File: config.mk
export PLATFORM = sky130hd
export DESIGN_NAME = turbo_itl_buf
export DESIGN_NICKNAME = d
export VERILOG_FILES = /design/src/rtl/turbo_itl_buf.sv
export SDC_FILE = /design/constraint.sdc
export NUM_CORES = 2
export LEC_CHECK = 0
export CORE_MARGIN = 3
export CORE_UTILIZATION = 60
export DETAILED_ROUTE_END_ITERATION = 10
export PLACE_DENSITY = 0.76
export SLEW_MARGIN = 10
export SYNTH_ARGS = -nofsm -noshare
export SYNTH_HDL_FRONTEND = slang
export SYNTH_SLANG_ARGS = --single-unit
File: constraint.sdc
create_clock -name clk -period 6.8 [get_ports clk]
set_input_delay 1.02 -clock clk [delete_from_list [all_inputs] [get_ports clk]]
set_output_delay 1.02 -clock clk [all_outputs]
set_load 0.02 [all_outputs]
File: src/rtl/turbo_itl_buf.sv
// Ping-pong interleaver buffer: blocks are written in natural order into one bank
// and read out through the external interleaver address ROM from the other bank.
module turbo_itl_buf #(
  parameter int D_WIDTH = 2,
  parameter int A_WIDTH = 10,
  parameter int BLK_LEN = 544
) (
  input  logic               clk,
  input  logic               n_rst,
  input  logic               in_valid,
  output logic               in_ready,
  input  logic [D_WIDTH-1:0] in_data,
  output logic [A_WIDTH-1:0] rom_raddr,
  input  logic [A_WIDTH-1:0] rom_data,
  output logic               out_valid,
  input  logic               out_ready,
  output logic [D_WIDTH-1:0] out_data,
  output logic               out_last,
  output logic               itl_err
);

  localparam int MEM_DEPTH = 2 * BLK_LEN;
  localparam int MEM_AW    = $clog2(MEM_DEPTH);
  localparam logic [A_WIDTH-1:0] LAST_IDX    = A_WIDTH'(BLK_LEN - 1);
  localparam logic [A_WIDTH:0]   BLK_LEN_EXT = (A_WIDTH + 1)'(BLK_LEN);

  // Both banks share one array; bank 1 starts at offset BLK_LEN.
  logic [D_WIDTH-1:0] r_mem [MEM_DEPTH];

  logic [1:0]         r_full;
  logic               r_wr_bank;
  logic               r_rd_bank;
  logic [A_WIDTH-1:0] r_wr_cnt;
  logic [A_WIDTH-1:0] r_rd_cnt;
  logic               r_out_valid;
  logic               r_out_last;
  logic [D_WIDTH-1:0] r_out_data;
  logic               r_itl_err;

  logic               w_in_ready;
  logic               w_wr_en;
  logic               w_wr_wrap;
  logic               w_adv;
  logic               w_rd_wrap;
  logic               w_addr_bad;
  logic [A_WIDTH:0]   w_wr_sum;
  logic [A_WIDTH:0]   w_rd_sum;
  logic [MEM_AW-1:0]  w_wr_addr;
  logic [MEM_AW-1:0]  w_rd_addr;
  logic [1:0]         w_full_next;

  assign w_in_ready = !r_full[r_wr_bank];
  assign w_wr_en    = in_valid && w_in_ready;
  assign w_wr_wrap  = w_wr_en && (r_wr_cnt == LAST_IDX);

  assign w_adv      = r_full[r_rd_bank] && (!r_out_valid || out_ready);
  assign w_rd_wrap  = w_adv && (r_rd_cnt == LAST_IDX);
  assign w_addr_bad = ({1'b0, rom_data} >= BLK_LEN_EXT);

  assign w_wr_sum  = {1'b0, r_wr_cnt} + (r_wr_bank ? BLK_LEN_EXT : '0);
  assign w_rd_sum  = {1'b0, rom_data} + (r_rd_bank ? BLK_LEN_EXT : '0);
  assign w_wr_addr = MEM_AW'(w_wr_sum);
  assign w_rd_addr = MEM_AW'(w_rd_sum);

  // A bank can only be set while empty and cleared while full, so set wins trivially.
  for (genvar gi = 0; gi < 2; gi++) begin : g_full
    assign w_full_next[gi] = (w_wr_wrap && (r_wr_bank == 1'(gi))) ? 1'b1 :
                             (w_rd_wrap && (r_rd_bank == 1'(gi))) ? 1'b0 :
                             r_full[gi];
  end

  always_ff @(posedge clk) begin
    if (w_wr_en) begin
      r_mem[w_wr_addr] <= in_data;
    end
  end

  always_ff @(posedge clk) begin
    if (n_rst) begin
      r_full      <= 2'b00;
      r_wr_bank   <= 1'b0;
      r_rd_bank   <= 1'b0;
      r_wr_cnt    <= '0;
      r_rd_cnt    <= '0;
      r_out_valid <= 1'b0;
      r_out_last  <= 1'b0;
      r_out_data  <= '0;
      r_itl_err   <= 1'b0;
    end else begin
      r_full <= w_full_next;

      if (w_wr_en) begin
        if (w_wr_wrap) begin
          r_wr_cnt  <= '0;
          r_wr_bank <= !r_wr_bank;
        end else begin
          r_wr_cnt <= r_wr_cnt + 1'b1;
        end
      end

      if (w_adv) begin
        r_out_valid <= 1'b1;
        r_out_last  <= (r_rd_cnt == LAST_IDX);
        // Out-of-range permuted address yields a zero symbol and a sticky error.
        if (w_addr_bad) begin
          r_out_data <= '0;
          r_itl_err  <= 1'b1;
        end else begin
          r_out_data <= r_mem[w_rd_addr];
        end
        if (w_rd_wrap) begin
          r_rd_cnt  <= '0;
          r_rd_bank <= !r_rd_bank;
        end else begin
          r_rd_cnt <= r_rd_cnt + 1'b1;
        end
      end else if (r_out_valid && out_ready) begin
        r_out_valid <= 1'b0;
        r_out_last  <= 1'b0;
      end
    end
  end

  assign in_ready  = w_in_ready;
  assign rom_raddr = r_rd_cnt;
  assign out_valid = r_out_valid;
  assign out_data  = r_out_data;
  assign out_last  = r_out_last;
  assign itl_err   = r_itl_err;

endmodule

==> run metrics <==
# resized after CTS 0; power density cells 279 mW/mm2; Clock Tree Root clkbuf_16; first-pass GRT wire length 347000 um; relative slew slack 0.0421; Final setup violation count 0; R2R depth 9; vias in the first global route slightly above 50000; pin count of the biggest net entering global routing between 200 and 300; width of the die slightly below 400 um; IO Count 32; hold slack 487 ps; Chip Height a little under 400 um; unrepaired setup endpoints after global routing false; worst flop-to-flop path startpoint r_rd_bank$_SDFFE_PP0P_; Seq cells post-synth around 2200; Synth async-reset ratio 0; antenna viol nets, final 0; # hold bufs at CTS 0; Ys Warns 0; Worst-path clk slew 60 ps; critical-path maximum fanout 38; area delta synth->final 9.22%; ys flop type edfxtp_1; Syn Area/Cell between 15 and 20 um2; Least-Margin Pin Slew 1430 ps; dpl ws 1460 ps; final clock skew 62.3 ps; Seq/Total Area, Yosys 0.725; CTS tree done; Initial Utilization 0.606; Post-Route WL 241000 um; grt ovf 0; Port Buf Inserts 31; number of max-cap violations 0; Req. time, crit path 7530 ps; CTS Buf Count 208; status finished, final reports clean; Hold Path Depth 2; Yosys cell types 75; layout cells sized above 1 0.178; WL/cell 32.6 um; global-route usage over all layers 0.308; Rows 142; clk_lat worst skew 860 ps; antenna violations before repair 11; vias 51400; leading area contributor after synthesis edfxtp_1; 1st-pass router iterations 6; r2r endpoint out_data[1]$_SDFFE_PP0P_; Crit Path Category in2reg; Worst VDD drop 0.000227 V; Post-CTS Setup Bufs 0; initial drt markers 8573; die area between 0.15 and 0.2 mm2; post-route minimum period 4880 ps; clock sink total 2205; Post-Synthesis Cells 5237; Max Buffers Root-to-Sink 3; Worst Setup End Kind flip-flop; final worst slack 1920 ps; share of the synthesized area in the top cell type 0.719; Hold Startpoint itl_err$_SDFFE_PP0P_; Core Footprint 0.150 mm2; number of synthesized flops with an enable pin about 2200; hold crit path type reg2reg; Hold Violations, Final 0; DP Wirelength 132000 um; H-tree levels 4; Via density 6.94; synth top area cells edfxtp_1, mux4_2, nor2_1; Residual DRC 0; gpl congestion approximately 0.88; Register-to-Register Setup Slack 2090 ps; Mapped Area 0.0909 mm2; final net count 5223; Fmax 205 MHz; hold endpoint itl_err$_SDFFE_PP0P_; syn_nets 5264; Lkg Pwr 0.0304 uW; setup TNS 0 ps; utilization after layout 0.662; Worst EP arrival 5600 ps; Final Cycle Share 0.717; fin. max-slew vios 0; CP Launch Type primary input
[final cells by class]
type                            instances  area (um2)
Clock inverter                        142        1280
Timing Repair Buffer                  158        1530
Fill cell                            9751       50800
Antenna cell                            5        12.5
Multi-Input combinational cell       2612       22500
Sequential cell                      2205       65900
Tap cell                             2016        2520
Inverter                               11        45.0
Clock buffer                          251        5470
[cells by family (layout without fill, tap and decap cells)]
group / count (synthesis) / after routing / share of synthesized area
buffers and inverters: 420 / 562 / 0.0287
AND/OR/NAND/NOR: 1552 / 1552 / 0.0685
XOR/XNOR: 24 / 24 / 0.00231
other: 0 / 5 / 0
AO/OA/AOI/OAI: 337 / 337 / 0.0254
flip-flops: 2205 / 2205 / 0.725
adder cells (fa/ha/maj): 11 / 11 / 0.00151
multiplexers: 688 / 688 / 0.149
[sequential cells by signal (all words and copies together) (netlist names)]
| register | flops |
|---|---|
| r_wr_cnt | 10 |
| out_last | 1 |
| r_full | 2 |
| out_data | 2 |
| r_wr_bank | 1 |
| itl_err | 1 |
| out_valid | 1 |
| rom_raddr | 10 |
| r_rd_bank | 1 |
| r_mem | 2176 |
[power by group]
part,switching (uW),internal [uW]
Clock,4990,6530
Combinational,859,442
Sequential,2.32,14900
Total,5850,21900
[layout by cell type, fill, tap and decap left out, types with 17 or more instances in the layout]
| cell | count |
|---|---|
| clkbuf_1 | 38 |
| o221ai_1 | 37 |
| bufinv_16 | 21 |
| nand2_2 | 35 |
| clkinv_1 | 57 |
| buf_12 | 20 |
| and3_1 | 20 |
| clkdlybuf4s50_1 | 24 |
| mux2i_1 | 166 |
| nor2b_1 | 18 |
| o21ai_0 | 38 |
| nand3_1 | 38 |
| xor2_1 | 17 |
| clkbuf_16 | 213 |
| a21oi_1 | 62 |
| nand4_1 | 19 |
| edfxtp_1 | 2176 |
| a22oi_1 | 40 |
| clkinv_2 | 49 |
| dfxtp_1 | 29 |
| buf_4 | 109 |
| nor3_1 | 34 |
| nand2_1 | 152 |
| a31oi_1 | 17 |
| nor2_1 | 1179 |
| mux4_2 | 451 |
| mux4_1 | 59 |
| a211oi_1 | 18 |
| o22ai_1 | 67 |
[worst max-delay path: stages]
cell and delay, ps:
clkdlybuf4s50_1 500, ha_2 240, ha_2 1090, nor2_1 530
o211ai_1 230, o21ai_0 160, a2111oi_1 1270, a221o_1 400
a311oi_2 120
[synthesized netlist by cell type, types with 4 or more instances]
library cell  count
clkbuf_1        241
nand4_1          19
buf_6            28
nand2_1         188
a22oi_1          40
a211oi_1         18
mux4_1           59
o221ai_1         37
a2111oi_0         8
o31ai_1           4
o22ai_1          67
buf_8             9
a31oi_1          17
or2_2             4
clkbuf_8         12
xnor2_1           6
mux4_2          451
buf_2            50
edfxtp_1       2176
and2_1            8
buf_1            12
dfxtp_1          29
ha_1             11
mux2i_1         166
or3_1             6
mux2_2           12
inv_1             9
nor4_1            9
buf_12           26
buf_4            28
nand2b_1         10
nor3_1           38
and3_1           20
nand3_1          38
a21oi_1          62
nor2b_1          18
o311ai_0          6
nor2_1         1179
o21ai_0          38
a311oi_1          5
o211ai_1          6
xor2_1           18
[stage by stage]
stage / total power (uW) / area, um2 / instances
final: 27700 / 99300 / 7400
after global routing: 28400 / 99300 / 7395
after CTS: 27800 / 99300 / 7395
after detailed placement: 16500 / 92500 / 7002
after global placement: 16500 / 92500 / 7002
after floorplan: 16000 / 90900 / 5237
[worst max-delay path by stage]
stage	slack, ps	depth (start not counted)	endpoint	from
finish	1920	9	out_data[1]$_SDFFE_PP0P_	rom_data[5]
global route	2070	9	out_data[0]$_SDFFE_PP0P_	rom_data[2]
CTS	2350	9	out_data[0]$_SDFFE_PP0P_	rom_data[2]
detailed placement	1460	9	out_data[0]$_SDFFE_PP0P_	rom_data[2]
global placement	1270	9	out_data[1]$_SDFFE_PP0P_	rom_data[5]
floorplan	3450	11	out_data[0]$_SDFFE_PP0P_	rom_data[0]
[metal layers]
| layer | vias to the layer above | GRT usage | wire, um |
|---|---|---|---|
| met2 | 3831 | 0.462 | 111000 |
| li1 | 20400 | - | - |
| met5 | - | 0 | 75 |
| met3 | 703 | 0.0807 | 32100 |
| met1 | 26400 | 0.438 | 86800 |
| met4 | 10 | 0.129 | 11400 |
No activity file was read; power rests on OpenSTA's default activity.
